===== config.mk =====
export PLATFORM = sky130hd
export DESIGN_NAME = stream_dword_serializer
export DESIGN_NICKNAME = d
export VERILOG_FILES = /design/src/rtl/stream_dword_serializer.sv
export SDC_FILE = /design/constraint.sdc
export NUM_CORES = 1
export LEC_CHECK = 0
export ABC_AREA = 1
export BUFFER_PORTS_ARGS = -buffer_cell sky130_fd_sc_hd__buf_2
export CAP_MARGIN = 20
export CORE_ASPECT_RATIO = 0.9
export CORE_UTILIZATION = 60
export DETAILED_ROUTE_END_ITERATION = 8
export MAX_ROUTING_LAYER = met4
export PLACE_DENSITY = 0.86
export REMOVE_ABC_BUFFERS = 1
export SYNTH_ARGS = -nofsm -noshare
export SYNTH_HDL_FRONTEND = slang
export SYNTH_SLANG_ARGS = --single-unit

===== constraint.sdc =====
create_clock -name clk -period 2.9 [get_ports clk]
set_input_delay 0.145 -clock clk [delete_from_list [all_inputs] [get_ports clk]]
set_output_delay 0.145 -clock clk [all_outputs]
set_load 0.05 [all_outputs]

===== src/rtl/stream_dword_serializer.sv =====
`default_nettype none
// ============================================================================
//  Module   : stream_dword_serializer
//  Brief    : Buffers 32-bit words carrying 1-4 valid bytes in a small FIFO
//             and emits them one byte per cycle on a valid/ready stream.
//             Keeps an output byte counter and an illegal-length drop counter.
//  Revision : 1.0  initial release
// ============================================================================
module stream_dword_serializer #(
    parameter int FIFO_DEPTH = 4,
    parameter bit BIG_ENDIAN = 1'b0
) (
    input  logic        clk,
    input  logic        reset_n,
    input  logic        stream_in_valid,
    output logic        stream_in_ready,
    input  logic [31:0] stream_in_data,
    input  logic [2:0]  stream_in_len,
    input  logic        stream_in_last,
    output logic        stream_out_valid,
    input  logic        stream_out_ready,
    output logic [7:0]  stream_out_data,
    output logic        stream_out_last,
    output logic [15:0] byte_count,
    output logic [7:0]  drop_count
);

    localparam int c_PTR_W = $clog2(FIFO_DEPTH);
    localparam int c_CNT_W = c_PTR_W + 1;
    localparam logic [c_CNT_W-1:0] c_FULL = c_CNT_W'(FIFO_DEPTH);

    typedef enum logic [0:0] {
        S_IDLE  = 1'b0,
        S_SHIFT = 1'b1
    } state_t;

    // FIFO entry layout: {data[31:0], len[2:0], last}
    logic [35:0]          mem_q [FIFO_DEPTH];
    logic [c_PTR_W-1:0]   wr_ptr_q;
    logic [c_PTR_W-1:0]   rd_ptr_q;
    logic [c_CNT_W-1:0]   count_q;
    logic [c_CNT_W-1:0]   count_d;
    logic                 in_ready_q;
    logic                 in_ready_d;

    state_t               state_q;
    logic [31:0]          shift_q;
    logic [2:0]           len_q;
    logic                 last_q;
    logic [1:0]           idx_q;
    logic [15:0]          byte_cnt_q;
    logic [7:0]           drop_cnt_q;

    logic                 w_in_hs;
    logic                 w_len_ok;
    logic                 w_push;
    logic                 w_out_hs;
    logic                 w_at_last;
    logic                 w_fifo_ne;
    logic                 w_pop;
    logic [35:0]          w_head;

    assign w_in_hs   = stream_in_valid && in_ready_q;
    assign w_len_ok  = (stream_in_len != 3'd0) && (stream_in_len <= 3'd4);
    assign w_push    = w_in_hs && w_len_ok;
    assign w_out_hs  = (state_q == S_SHIFT) && stream_out_ready;
    assign w_at_last = ({1'b0, idx_q} == (len_q - 3'd1));
    assign w_fifo_ne = (count_q != '0);
    // Head is taken either to start from idle or to chain into the next word
    // on the final byte's handshake, so there is no bubble between words.
    assign w_pop     = w_fifo_ne && ((state_q == S_IDLE) || (w_out_hs && w_at_last));
    assign w_head    = mem_q[rd_ptr_q];

    // Next occupancy and ready; a pop while full keeps ready low for one cycle.
    always_comb begin
        count_d    = count_q + c_CNT_W'(w_push) - c_CNT_W'(w_pop);
        in_ready_d = (count_d < c_FULL) && (count_q != c_FULL);
    end

    // FIFO storage; contents need no reset because the pointers gate them.
    always_ff @(posedge clk) begin
        if (w_push) begin
            mem_q[wr_ptr_q] <= {stream_in_data, stream_in_len, stream_in_last};
        end
    end

    // FIFO pointers, occupancy and registered input ready.
    always_ff @(posedge clk or negedge reset_n) begin
        if (!reset_n) begin
            wr_ptr_q   <= '0;
            rd_ptr_q   <= '0;
            count_q    <= '0;
            in_ready_q <= 1'b0;
        end else begin
            if (w_push) wr_ptr_q <= wr_ptr_q + 1'b1;
            if (w_pop)  rd_ptr_q <= rd_ptr_q + 1'b1;
            count_q    <= count_d;
            in_ready_q <= in_ready_d;
        end
    end

    // Serializer FSM with the held word in a shift register.
    always_ff @(posedge clk or negedge reset_n) begin
        if (!reset_n) begin
            state_q <= S_IDLE;
            shift_q <= '0;
            len_q   <= '0;
            last_q  <= 1'b0;
            idx_q   <= '0;
        end else begin
            case (state_q)
                S_IDLE: begin
                    if (w_fifo_ne) begin
                        shift_q <= w_head[35:4];
                        len_q   <= w_head[3:1];
                        last_q  <= w_head[0];
                        idx_q   <= '0;
                        state_q <= S_SHIFT;
                    end
                end
                S_SHIFT: begin
                    if (w_out_hs) begin
                        if (!w_at_last) begin
                            idx_q   <= idx_q + 2'd1;
                            shift_q <= BIG_ENDIAN ? (shift_q << 8) : (shift_q >> 8);
                        end else if (w_fifo_ne) begin
                            shift_q <= w_head[35:4];
                            len_q   <= w_head[3:1];
                            last_q  <= w_head[0];
                            idx_q   <= '0;
                        end else begin
                            state_q <= S_IDLE;
                        end
                    end
                end
                default: state_q <= S_IDLE;
            endcase
        end
    end

    // Observation counters: bytes wrap, drops saturate.
    always_ff @(posedge clk or negedge reset_n) begin
        if (!reset_n) begin
            byte_cnt_q <= '0;
            drop_cnt_q <= '0;
        end else begin
            if (w_out_hs) byte_cnt_q <= byte_cnt_q + 16'd1;
            if (w_in_hs && !w_len_ok && (drop_cnt_q != 8'hFF)) begin
                drop_cnt_q <= drop_cnt_q + 8'd1;
            end
        end
    end

    generate
        if (BIG_ENDIAN) begin : g_big
            assign stream_out_data = shift_q[31:24];
        end else begin : g_little
            assign stream_out_data = shift_q[7:0];
        end
    endgenerate

    assign stream_in_ready  = in_ready_q;
    assign stream_out_valid = (state_q == S_SHIFT);
    assign stream_out_last  = last_q && w_at_last;
    assign byte_count       = byte_cnt_q;
    assign drop_count       = drop_cnt_q;

endmodule
`default_nettype wire


[Yosys cells after proc, flatten, opt, wreduce, memory -nomap -nowiden]
Memory sizes are Yosys's and may differ from the RTL's.
Index checks and enable logic that the tools add are counted.
W data, S select, Z words.
Storage, ports and cells
  flip-flop bits (word level): 71
  output and inout port bits: 35
  RAM bits: 144
  memories kept: 1
Cells by class
  add/sub/neg operators: 8
  multiplexer cells: 22
  eq/ne operators: 5
  reductions and logical operators: 15
  bitwise logic cells: 1
  magnitude comparators: 2
Memories
  mem_q: depth 4, bits a word 36, rd ports 1, clocked after Yosys merged registers in 0, write ports 1, line 38  | logic [35:0] mem_q [FIFO_DEPTH];
Operators with widths (number)
  $mux W32: 3
  $pmux W32 S2: 1
  $add A16 B1 Y16 const B: 1
  $logic_and A1 B1 Y1: 10
  $mux W3: 3
  $add A8 B1 Y8 const B: 1
  $mux W1: 8
  $ne A8 B8 Y1 const B: 1
  $add A2 B1 Y2 const B: 3
  $mux W2: 3
  $pmux W3 S2: 1
  $reduce_bool A3 Y1: 2
  $ne A2 B1 Y1 const B: 2
  $pmux W1 S2: 2
  $pmux W2 S2: 1
  $add A3 B1 Y3: 1
  $eq A2 B3 Y1: 1
  $le A3 B3 Y1 const B: 1
  $lt A3 B3 Y1 const B: 1
  $ne A3 B3 Y1 const B: 1
  $sub A3 B1 Y3: 1
  $sub A3 B1 Y3 const B: 1
  $reduce_and A2 Y1: 1
  $logic_not A1 Y1: 1
  2 further kinds: 2

[Depth between registers and ports, before layout]
  depth after elaboration: 8
  mapped depth: 17
  depth with buffers taken out: 17

[Worst setup path before layout]
OpenSTA, ideal clock, no wires.
  kind: reg2reg
  from: reg in_ready_q, in the netlist stream_in_ready
  to: mem mem_q[0][0] (enable)
  cell stages (with the launch flop): 5
  data required time: 2471 ps
  setup time: 429 ps
  slack: -142 ps
  arrival time: 2612 ps
  cell sequence: dfrtp_1 > nand2_1 > nor2_1 > inv_1 > nor2_1
Between the ends
  word-level cells in the longest chain between the ends: 4
Ends and longest elaborated chain
  start: declaration: line 43  | logic in_ready_q;
  start signal: assignment: line 98  | in_ready_q <= in_ready_d;
  $logic_and A1 B1 Y1: line 63  | assign w_in_hs = stream_in_valid && in_ready_q;
  $logic_and A1 B1 Y1: line 65  | assign w_push = w_in_hs && w_len_ok;
  $mux W1: line 82  | if (w_push) begin
  $mux W1 (not written as such): line 83  | mem_q[wr_ptr_q] <= {stream_in_data, stream_in_len, stream_in_last};
  end: declaration: line 38
Every way passes these cells.

[Worst setup path after layout]
  from: reg len_q[0]
  to: reg in_ready_q, in the netlist stream_in_ready
Between the ends
  word-level cells in the longest chain between the ends: 8
Ends and longest elaborated chain
  start: declaration: line 48  | logic [2:0] len_q;
  start signal: assignment: line 115  | len_q <= w_head[3:1];
  start signal: assignment: line 128  | len_q <= w_head[3:1];
  $sub A3 B1 Y3: line 67  | assign w_at_last = ({1'b0, idx_q} == (len_q - 3'd1));
  $eq A2 B3 Y1: line 67
  $logic_and A1 B1 Y1: line 71  | assign w_pop = w_fifo_ne && ((state_q == S_IDLE) || (w_out_hs && w_at_last));
  $logic_or A1 B1 Y1: line 71
  $logic_and A1 B1 Y1: line 71
  via w_pop: line 60  | logic w_pop;
  $sub A3 B1 Y3: line 76  | count_d = count_q + c_CNT_W'(w_push) - c_CNT_W'(w_pop);
  via count_d[2]: line 42  | logic [c_CNT_W-1:0] count_d;
  $lt A3 B3 Y1: line 77  | in_ready_d = (count_d < c_FULL) && (count_q != c_FULL);
  $logic_and A1 B1 Y1: line 77
  via in_ready_d: line 44  | logic in_ready_d;
The timed path passes the listed nets, and every way through them passes these cells.
A chain may end at the register's enable or synchronous reset.

==> flow_summary.toml <==
[worst_hold_path]
hp-class = "input pin to flip-flop"
hold_path_depth = 3
min_from = "stream_out_ready"

[power_and_ir_drop]
combPwrFrac_pct = 7.1
powerDensity_nw_per_um2 = 591
swShare_pct = 22.9
finalPower_mw = 6.53
power_leakage_nw = 4.98
internal_power_mw = 5.04
vdd_drop_max_uv = 548
net-switching-power_mw = 1.50
p_clk_share_pct = 41.0
pwr-share-seq_pct = 51.8

[die]
die-width_um = 135
core-area_um2 = 15400
die_h_um = 121
initial_core_util_pct = 61.5
fp.dieArea_um2 = 16300
row_count = 43
io_pins = 75

[finish]
mostFrequentLayoutCell = "nand2_1"
nFillCells = 1009
layout.nets = 1110
utilization_pct = 71.6
final_cell_mix = "323 x nand2_1, 144 x edfxtp_1, 131 x nand3_1"
drive_gt1_share_pct = 13.3
area_delta_synth_final_pct = 16.4
n_antenna_cell = 0

[synthesis]
syn-cell-area_um2 = 9500
ys_seq_area_share_pct = 64.2
syn_area_per_cell_um2 = 9.86
syn-instance-count = 963
ys_types = 31
ys_warn_count = 0
ys_ff_latch = 215

[sta]
fmax_mhz = 376
finalHoldViolCount = 0
relSlewSlack_pct = 37.0
finalWorstPathRequiredPeriod_ns = 2.66
setup_viol = 0
tightest_slew_ns = 0.945
finalSetupTns_ns = 0
finalCritPeriodShare_pct = 91.7
timing.final.ws_setup_ns = 0.241
rsz0062_at_grt = "false"
finalMaxSlewViolations = 0
clock_skew_ns = 0.00726

[placement]
port_buffers = 74
place_ws_ns = 0.263
gp_congestion = 0.843
dp_hpwl_um = 11400

[worst_setup_path]
crit_top_cell = "inv_1"
max_stage_delay_ns = 0.39
setup.worst_path.end_class = "flip-flop"
path_class = "flip-flop to flip-flop"
crit_chain = "inv_1, ha_1, inv_1, nand2_1, nand2_1, nand3_1, nand2_2, nand3_1, inv_1, ha_1, inv_1, ha_1, inv_1, fa_1, xnor2_1, xor2_1, a21oi_1"
cp-startpoint = "len_q[0]"
timing.rr.start = "len_q[0]"
worstPathRequired_ns = 3.28
slowest_stage = "fa_1"
critPathLaunchType = "flip-flop"
arrival_ns = 3.04
crit_fanout = 3
r2r.worst_path.cells = 17

[job]
max_cap_viol_count = 0

[drt]
wirelength_um = 20700
ant_nets = 0
drt_iter0_markers = 587
drc = 0
avgViaCountPerCell = 5.44
dr.pass1.iters = 5
vias = 6947
post_drt_wl_per_cell_um = 16.2

[cts]
clk_pin_slew_ns = 0.06
cts_sinks = 215
cts_root_buffer = "clkbuf_16"
insertion_delay_ns = 0.50
cts_max_level = 1
cts_buffers = 21
cts_hold_buf = 37
cts_tree = "built"
cts_setup_buffers = 0
cts_resized = 0
clock_path_buffers = 3

[grt]
grt_pass1_wl_um = 33700
grt_pass1_vias = 6883
gr-usage-all-layers_pct = 27.2
grt-ovfl-total = 0
antenna_found_initial = 0
grt_max_degree = 75

[status]
status = "completed"
## flip-flops by register name, summed over array words and instances (netlist names), 3 cells and up
signal      flops
len_q           3
shift_q        32
drop_count      8
byte_count     16
mem_q         144
count_q         3
## layout make-up
cell class                 instances  area (um^2)  share of cell area (%)
inverter                          85          320                    2.90
sequential                       215         6100                    55.2
multi-input combinational        612         2860                    25.9
clock inverter                    10          104                   0.939
clock buffer                      28          572                    5.17
timing repair buffer             125          848                    7.67
tap                              202          253                    2.29
## synth_stat cells
library cell	instances	area (um^2)
nor3_1	1	5.00
clkinv_2	1	5.00
a21oi_1	1	5.00
nand3b_1	1	7.51
o21ai_0	23	115
xnor2_1	13	114
buf_2	20	100
clkbuf_1	19	71.3
nand4_1	2	12.5
nor2_1	61	229
fa_1	1	20.0
edfxtp_1	144	4320
xor2_1	13	114
o211ai_1	2	15.0
nand2_4	1	11.3
buf_1	3	11.3
o21ai_1	18	90.1
nor2_4	2	22.5
nor2_2	1	6.26
nand3_1	131	656
nor3_4	1	16.3
nand2_1	323	1210
or2_1	1	6.26
inv_1	74	278
dfrtp_1	71	1780
nand2_2	2	12.5
o22a_1	4	35.0
inv_2	10	37.5
ha_1	9	113
o21ai_2	1	8.76
buf_4	9	67.6
## final timing paths
check,to,slack (ns)
max,stream_in_ready,0.24
min,byte_count[0],0.04
max reg2reg,stream_in_ready,0.24
min reg2reg,stream_in_ready,0.48
max in group asynchronous,rd_ptr_q[0],1.90
min in group asynchronous,byte_count[4],0.34
## through the flow
stage / hold slack, ns / instances / cell area [um^2]
floorplan: -0.151 / 912 / 9250
global placement: 0.342 / 1202 / 10000
detailed placement: 0.346 / 1202 / 10000
CTS: 0.0292 / 1277 / 11100
global route: 0.0462 / 1277 / 11100
finish: 0.0418 / 1277 / 11100
## cells by family after synthesis
family | Yosys count | share of synthesized area (%)
simple gates | 527 | 23.1
buf+inv | 136 | 6.01
xor+xnor | 26 | 2.40
flops | 215 | 64.2
compound gates | 49 | 2.83
fa+ha+maj | 10 | 1.40
## routing by layer
layer	track usage [%]	vias to the layer above	part of all wire [%]
met5	-	-	0
met4	6.88	0	2.0
met3	4.18	35	6.2
met1	35.0	3339	42
met2	45.7	244	50
li1	-	3329	-
## critical path: cells and delay by family (launching register included)
family                   cells  cell delay (ns)
AND/OR/NAND/NOR              5             0.38
AO/OA/AOI/OAI                1             0.06
XOR/XNOR                     2             0.37
flip-flops                   1             0.36
buffers and inverters        5             0.32
adder cells (fa/ha/maj)      4             1.04
## power by group through the flow
stage / combinational, mW / sequential [mW] / clock [mW]
2_1_floorplan: 0.131 / 3.60 / 0
3_3_place_gp: 0.411 / 3.45 / 0
3_5_place_dp: 0.421 / 3.45 / 0
4_1_cts: 0.463 / 3.39 / 2.72
5_1_grt: 0.505 / 3.39 / 2.85
6_report: 0.465 / 3.39 / 2.68
No activity file was read; power rests on OpenSTA's default activity.
